===== src/rtl/adc_avg_alarm_if.sv =====
// ---------------------------------------------------------------------------
// adc_avg_alarm_if
// Bundles the sample handshake with the ADS7883 capture controller and the
// averaged/alarm results that go on to the neck-check logic.
//   en_adc     : one-cycle conversion request toward the capture controller
//   adc_upflag : data_upflag from the capture controller (multi-cycle level)
//   adc_data   : signed 12-bit conversion, stable while adc_upflag is high
//   avg_data   : signed 12-bit moving average
//   avg_valid  : one-cycle strobe, avg_data freshly updated
//   alarm      : debounced hysteretic threshold alarm
// slave  = the averaging block itself
// master = whoever supplies samples and consumes the results
// ---------------------------------------------------------------------------
interface adc_avg_alarm_if;
   logic               en_adc;
   logic               adc_upflag;
   logic signed [11:0] adc_data;
   logic signed [11:0] avg_data;
   logic               avg_valid;
   logic               alarm;

   modport slave (
      input  adc_upflag,
      input  adc_data,
      output en_adc,
      output avg_data,
      output avg_valid,
      output alarm
   );

   modport master (
      output adc_upflag,
      output adc_data,
      input  en_adc,
      input  avg_data,
      input  avg_valid,
      input  alarm
   );
endinterface


===== src/rtl/adc_avg_alarm.sv =====
// ---------------------------------------------------------------------------
// adc_avg_alarm
// Requests conversions from the ADS7883 capture controller at a fixed rate,
// keeps a moving average over 2^AVG_LOG2 accepted samples and drives a
// debounced alarm with separate set (TH_HI) and clear (TH_LO) thresholds.
// Ports:
//   clk     : system clock
//   rst_n   : asynchronous reset, active low
//   enable  : block enable; low clears all state on the next edge
//   bus     : adc_avg_alarm_if.slave (sample handshake and results)
// Pipeline: accept edge (stb) -> output edge (avg) -> alarm edge.
// ---------------------------------------------------------------------------
module adc_avg_alarm #(
   parameter int                 SAMPLE_DIV = 1000,
   parameter int                 AVG_LOG2   = 3,
   parameter logic signed [11:0] TH_HI      = 12'sd1200,
   parameter logic signed [11:0] TH_LO      = 12'sd1000,
   parameter int                 DEBOUNCE   = 4
) (
   input  logic            clk,
   input  logic            rst_n,
   input  logic            enable,
   adc_avg_alarm_if.slave  bus
);

   localparam int N  = 1 << AVG_LOG2;
   localparam int SW = 12 + AVG_LOG2;
   localparam int PW = (AVG_LOG2 > 0) ? AVG_LOG2 : 1;
   localparam int FW = AVG_LOG2 + 1;
   localparam int TW = $clog2(SAMPLE_DIV + 1);

   localparam logic [TW-1:0] TIMER_LAST = TW'(SAMPLE_DIV - 1);
   localparam logic [PW-1:0] PTR_LAST   = PW'(N - 1);
   localparam logic [FW-1:0] FILL_FULL  = FW'(N);
   localparam logic [3:0]    DEB_LAST   = 4'(DEBOUNCE - 1);

   logic [TW-1:0]      timer_q, timer_d;
   logic               upflag_q;
   logic signed [11:0] bufMem_q [N];
   logic signed [SW-1:0] sum_q, sum_d;
   logic [PW-1:0]      wrPtr_q, wrPtr_d;
   logic [FW-1:0]      fill_q, fill_d;
   logic               outPend_q;
   logic signed [11:0] avgData_q, avgData_d;
   logic               avgValid_q, avgValid_d;
   logic               alarm_q, alarm_d;
   logic [3:0]         hiCnt_q, hiCnt_d;
   logic [3:0]         loCnt_q, loCnt_d;

   logic               stb;
   logic signed [SW-1:0] dataExt;
   logic signed [SW-1:0] oldExt;
   logic signed [SW-1:0] sumShift;

   // The request is decoded straight from the timer so it is high for exactly
   // the one cycle in which the counter sits at its last value.
   assign bus.en_adc    = (timer_q == TIMER_LAST);
   assign bus.avg_data  = avgData_q;
   assign bus.avg_valid = avgValid_q;
   assign bus.alarm     = alarm_q;

   // A flag pulse of any width yields a single strobe on its rising edge.
   assign stb     = bus.adc_upflag & ~upflag_q;
   assign dataExt = SW'(bus.adc_data);
   assign oldExt  = SW'(bufMem_q[wrPtr_q]);
   assign sumShift = sum_q >>> AVG_LOG2;

   // Free-running conversion timer, wrapping at SAMPLE_DIV-1.
   always_comb begin
      timer_d = timer_q + TW'(1);
      if (timer_q == TIMER_LAST) begin
         timer_d = '0;
      end
   end

   // Accept stage: the running sum swaps the oldest buffer entry for the new
   // sample. Entries start at zero, so the subtraction is also right while the
   // window is still filling.
   always_comb begin
      sum_d   = sum_q;
      wrPtr_d = wrPtr_q;
      fill_d  = fill_q;
      if (stb) begin
         sum_d   = sum_q + dataExt - oldExt;
         wrPtr_d = (wrPtr_q == PTR_LAST) ? '0 : wrPtr_q + PW'(1);
         fill_d  = (fill_q == FILL_FULL) ? fill_q : fill_q + FW'(1);
      end
   end

   // Output stage: one edge after an accept, publish the floored average, but
   // only once the window holds a full N samples.
   always_comb begin
      avgData_d  = avgData_q;
      avgValid_d = 1'b0;
      if (outPend_q && (fill_q == FILL_FULL)) begin
         avgData_d  = sumShift[11:0];
         avgValid_d = 1'b1;
      end
   end

   // Alarm stage: only the counter for the direction that could change the
   // alarm is active; averages between the thresholds restart it.
   always_comb begin
      alarm_d = alarm_q;
      hiCnt_d = hiCnt_q;
      loCnt_d = loCnt_q;
      if (avgValid_q) begin
         if (!alarm_q) begin
            if (avgData_q >= TH_HI) begin
               if (hiCnt_q == DEB_LAST) begin
                  alarm_d = 1'b1;
                  hiCnt_d = '0;
               end else begin
                  hiCnt_d = hiCnt_q + 4'd1;
               end
            end else begin
               hiCnt_d = '0;
            end
         end else begin
            if (avgData_q <= TH_LO) begin
               if (loCnt_q == DEB_LAST) begin
                  alarm_d = 1'b0;
                  loCnt_d = '0;
               end else begin
                  loCnt_d = loCnt_q + 4'd1;
               end
            end else begin
               loCnt_d = '0;
            end
         end
      end
   end

   // State registers. upflag_q keeps following the flag while disabled so a
   // flag that is already high when enable rises does not count as a sample.
   always_ff @(posedge clk or negedge rst_n) begin
      if (!rst_n) begin
         timer_q    <= '0;
         upflag_q   <= 1'b0;
         sum_q      <= '0;
         wrPtr_q    <= '0;
         fill_q     <= '0;
         outPend_q  <= 1'b0;
         avgData_q  <= '0;
         avgValid_q <= 1'b0;
         alarm_q    <= 1'b0;
         hiCnt_q    <= '0;
         loCnt_q    <= '0;
         for (int i = 0; i < N; i++) begin
            bufMem_q[i] <= '0;
         end
      end else begin
         upflag_q <= bus.adc_upflag;
         if (!enable) begin
            timer_q    <= '0;
            sum_q      <= '0;
            wrPtr_q    <= '0;
            fill_q     <= '0;
            outPend_q  <= 1'b0;
            avgData_q  <= '0;
            avgValid_q <= 1'b0;
            alarm_q    <= 1'b0;
            hiCnt_q    <= '0;
            loCnt_q    <= '0;
            for (int i = 0; i < N; i++) begin
               bufMem_q[i] <= '0;
            end
         end else begin
            timer_q    <= timer_d;
            sum_q      <= sum_d;
            wrPtr_q    <= wrPtr_d;
            fill_q     <= fill_d;
            outPend_q  <= stb;
            avgData_q  <= avgData_d;
            avgValid_q <= avgValid_d;
            alarm_q    <= alarm_d;
            hiCnt_q    <= hiCnt_d;
            loCnt_q    <= loCnt_d;
            if (stb) begin
               bufMem_q[wrPtr_q] <= bus.adc_data;
            end
         end
      end
   end

endmodule

===== src/flat_wrapper.sv =====
// flat-port wrapper written by rule: the top's interface ports become plain ports
module adc_avg_alarm_flat 
#(
   parameter int                 SAMPLE_DIV = 1000,
   parameter int                 AVG_LOG2   = 3,
   parameter logic signed [11:0] TH_HI      = 12'sd1200,
   parameter logic signed [11:0] TH_LO      = 12'sd1000,
   parameter int                 DEBOUNCE   = 4
)
  (clk, rst_n, enable, bus_adc_upflag, bus_adc_data, bus_en_adc, bus_avg_data, bus_avg_valid, bus_alarm);
  adc_avg_alarm_if bus_i ();
  input  logic clk;
  input  logic rst_n;
  input  logic enable;
  input wire logic [$bits(bus_i.adc_upflag)-1:0] bus_adc_upflag;
  input wire logic [$bits(bus_i.adc_data)-1:0] bus_adc_data;
  output wire logic [$bits(bus_i.en_adc)-1:0] bus_en_adc;
  output wire logic [$bits(bus_i.avg_data)-1:0] bus_avg_data;
  output wire logic [$bits(bus_i.avg_valid)-1:0] bus_avg_valid;
  output wire logic [$bits(bus_i.alarm)-1:0] bus_alarm;
  assign bus_i.adc_upflag = bus_adc_upflag;
  assign bus_i.adc_data = bus_adc_data;
  assign bus_en_adc = bus_i.en_adc;
  assign bus_avg_data = bus_i.avg_data;
  assign bus_avg_valid = bus_i.avg_valid;
  assign bus_alarm = bus_i.alarm;
  adc_avg_alarm #(.SAMPLE_DIV(SAMPLE_DIV), .AVG_LOG2(AVG_LOG2), .TH_HI(TH_HI), .TH_LO(TH_LO), .DEBOUNCE(DEBOUNCE)) u_core (.clk(clk), .rst_n(rst_n), .enable(enable), .bus(bus_i));
endmodule

===== config.mk =====
export PLATFORM = sky130hd
export DESIGN_NAME = adc_avg_alarm_flat
export DESIGN_NICKNAME = d
export VERILOG_FILES = /design/src/rtl/adc_avg_alarm_if.sv /design/src/rtl/adc_avg_alarm.sv /design/src/flat_wrapper.sv
export SDC_FILE = /design/constraint.sdc
export NUM_CORES = 1
export LEC_CHECK = 0
export CAP_MARGIN = 15
export CORE_MARGIN = 2
export CORE_UTILIZATION = 60
export CTS_CLUSTER_DIAMETER = 150
export DETAILED_ROUTE_END_ITERATION = 16
export PLACE_DENSITY = 0.85
export SYNTH_ARGS = -nofsm -noshare
export SYNTH_HDL_FRONTEND = slang
export SYNTH_SLANG_ARGS = --single-unit

===== constraint.sdc =====
create_clock -name clk -period 3.95 [get_ports clk]
set_input_delay 0.395 -clock clk [delete_from_list [all_inputs] [get_ports clk]]
set_output_delay 0.395 -clock clk [all_outputs]
set_load 0.005 [all_outputs]

==> metrics.md, run 1 <==
| Metric | Value |
|---|---|
| Worst-path clk slew | `60 ps` |
| Worst Setup End Kind | `flip-flop` |
| Port Buffers | `30` |
| Via Count | `7,044` |
| DRC | `0` |
| First-pass GRT wire length | `35,410 microns` |
| Tot Pwr | `4.343 mW` |
| Worst EP arrival | `4070 ps` |
| Clock sink total | `152` |
| Main synth FF type | `dfrtp_1` |
| Met2 wire length | `10,110 microns` |
| Clk buf depth | `2` |
| Grt total ovfl | `0` |
| FF+latch count, synth | `152` |
| Nets@finish | `992` |
| Total GRT Usage | `0.3067` |
| Largest net degree at the start of global routing | `101` |
| Total I/O pin count | `31` |
| CP max stage cell | `fa_1` |
| Hpwl dp | `13,620 microns` |
| Area Growth Syn to Fin | `13.10%` |
| Min Tclk post-route | `3753 ps` |
| Total core area | `13,880 sq um` |
| Peak supply drop | `311.4 uV` |
| Antenna violations before repair | `0` |
| DRT met1 WL | `8818 microns` |
| Synth cell types | `66` |
| Number of synthesized flops with an enable pin | `0` |
| Async SR Flop Fraction | `1.000` |
| Lkg Pwr | `4.203 nW` |
| WL/cell | `19.04 microns` |
| Final Max Slew Viols | `0` |
| Sequential area share after synthesis | `0.4475` |
| Synthesized Nets | `979` |
| Starting density of the core | `0.6124` |
| Synth Warn # | `0` |
| ANT cells | `0` |
| Chip height | `123.0 microns` |
| Worst Path Max Fanout | `32` |
| Post-cts hold buffer count | `0` |
| Vias per cell | `6.223` |
| Number of clock buffers inserted by TritonCTS | `17` |
| Final hold violations | `0` |
| Leading cell type in the layout, fill and taps excluded | `nand2_1` |
| Highest metal used | `met4` |
| Routed WL | `21,550 microns` |
| Buf+Inv Stages, Crit Path | `2` |
| # setup viols final | `0` |
| DIE AREA | `15,140 sq um` |
| Root buf cell | `clkbuf_16` |
| Total of max-cap violations | `0` |
| Cells after Synth | `926` |
| H-tree Lvls | `4` |
| Req. time, crit path | `4260 ps` |
| Die span in x | `123.0 microns` |
| Core Rows | `43` |
| Initial drt markers | `751` |
| Antenna viol nets, final | `0` |
| Reg-to-reg slack, setup | `200 ps` |
| Tcrit/Tclk final | `0.9502` |
| Cell family with most CP delay | `compound AO/OA/AOI/OAI gates` |
| Post-Route Skew | `8.912 ps` |
| Skew-Pair Late Insertion Delay | `440 ps` |
| Crit-path cells | `buf_12 > mux2_2 > a221oi_1 > o22ai_1 > fa_1 > inv_1 > ha_1 > and3_2 > a221oi_4 > o21ai_1 > a311o_1` |
| Min-Delay Path Class | `primary input to asynchronous set/reset pin` |
| Setup TNS | `0 ps` |
| Startpoint Class | `flip-flop` |
| Fmax | `266.4 MHz` |
| CTS tree | `yes` |
| Highest-count cells in the layout ignoring fill and taps | `156 x nand2_1, 151 x dfrtp_1, 110 x a21oi_1` |
| Crit Path Class | `flip-flop to flip-flop` |
| Worst Tran Pin Value | `1126 ps` |
| Relative slew slack | `0.2454` |
| CP peak stage delay | `500 ps` |
| Synthesized area per cell | `9.180 sq um` |
| Cell area power density | `451.7 nW/um^2` |
| Vias in the first global route | `6,973` |
| Gpl congestion | `0.8704` |
| RSZ-0062 raised after global routing | `false` |
| TritonRoute pass-1 iters | `6` |
| DR WL met3 | `1796 microns` |
| Status | `finished clean` |
| Cell Area, Synth | `8501 sq um` |
| Share of layout cells above drive strength 1 | `0.09979` |
[Yosys cell counts, types with 3 or more instances]
cell type	instances	area [sq um]
a211oi_1	3	22.52
a21o_1	8	60.06
a21oi_1	110	550.5
a221o_1	3	30.03
a22o_1	9	78.83
a22oi_1	6	45.04
a32o_1	3	30.03
and2_1	6	37.54
and3_1	5	31.28
buf_1	7	26.28
buf_2	28	140.1
buf_4	5	37.54
clkbuf_1	23	86.33
dfrtp_1	152	3804
fa_1	14	280.3
ha_1	23	287.8
inv_1	60	225.2
mux2_2	12	135.1
mux2i_1	37	370.4
mux4_2	8	180.2
nand2_1	156	585.6
nand2b_1	4	25.02
nand3_1	46	230.2
nand4_1	7	43.79
nand4b_1	3	26.28
nor2_1	88	330.3
nor2b_1	5	31.28
nor3_1	4	20.02
nor3b_1	3	22.52
o211ai_1	5	37.54
o21a_1	4	30.03
o21ai_0	14	70.07
o21ai_1	3	15.01
o21bai_1	3	22.52
or3_1	3	18.77
xnor2_1	11	96.34
xor2_1	9	78.83
[layout make-up]
type	count	area, sq um
fillers	1027	4267
multi-input cells	648	4155
flip-flops and latches	152	3805
repair buffers	59	544.3
clock buffers	21	460.4
inverters	61	231.5
well taps	180	225.2
clock inverters	11	192.7
[worst paths after layout]
kind	start	endpoint	cells after the start
setup reg to reg	u_core.wrPtr_q[1]	u_core.sum_q[12]	11
setup / recovery	u_core.wrPtr_q[1]	u_core.sum_q[12]	11
max in group asynchronous	rst_n	u_core.sum_q[4]	2
hold reg to reg	u_core.timer_q[0]	u_core.timer_q[0]	1
hold / removal	rst_n	u_core.bufMem_q[19]	1
min in group clk	bus_adc_upflag	u_core.upflag_q	1
[metal layers]
metal,GRT usage,vias to the layer above
met5,0,-
met4,0.1321,0
met3,0.07887,82
met2,0.4762,377
met1,0.4114,3407
li1,-,3178
[state kept, by name, summed over array words and instances (netlist names)]
name,flops
u_core.upflag_q,1
u_core.fill_q,4
u_core.bus.avg_data,12
u_core.timer_q,10
u_core.hiCnt_q,4
u_core.bus.alarm,1
u_core.bus.avg_valid,1
u_core.sum_q,15
u_core.loCnt_q,4
u_core.wrPtr_q,3
u_core.outPend_q,1
u_core.bufMem_q,96
[power breakdown]
| part | internal (mW) | switching, mW |
|---|---|---|
| sequential | 1.60 | 0.0430 |
| clock | 1.16 | 0.648 |
| combinational | 0.348 | 0.545 |
[repair_timing]
item	4_1_cts	5_1_grt
gates resized for setup	0	1
setup endpoints to repair	0	5
setup buffers	0	0
[cells by family (layout without fill, tap and decap cells)]
family | count (synthesis) | count (layout) | share of synthesized area
AOI/OAI and AO/OA | 193 | 193 | 0.1440
xor gates and xnor gates | 20 | 20 | 0.02061
adders and majority gates | 37 | 37 | 0.06682
buffers and inverters | 126 | 152 | 0.06373
DFF | 152 | 152 | 0.4475
muxes | 57 | 57 | 0.08066
and+or+nand+nor | 341 | 341 | 0.1768
[through the flow]
step	hold WS, ps	cell area (sq um)	setup slack [ps]	cells	utilization
floorplan	99.41	8501	470.6	926	-
CTS	124.6	9613	142.1	1132	0.6925
global route	153.1	9614	69.77	1132	0.6926
global placement	445.0	8960	279.9	1100	0.6455
finish	57.05	9614	196.7	1132	0.6926
detailed placement	455.8	8960	226.5	1100	0.6455
Power figures use the tool's default switching activity.
==> run 2, diff against run 1 <==
Settings changed: SKIP_LAST_GASP from default to 1.
==> results of run 2 <==
No change in the layout: final DEF, timing and power equal those of run 1.
==> run 3, diff against run 2 <==
Settings changed: CTS_CLUSTER_DIAMETER 150 to 100.
==> results of run 3 <==
No change in the layout: final DEF, timing and power equal those of run 1.
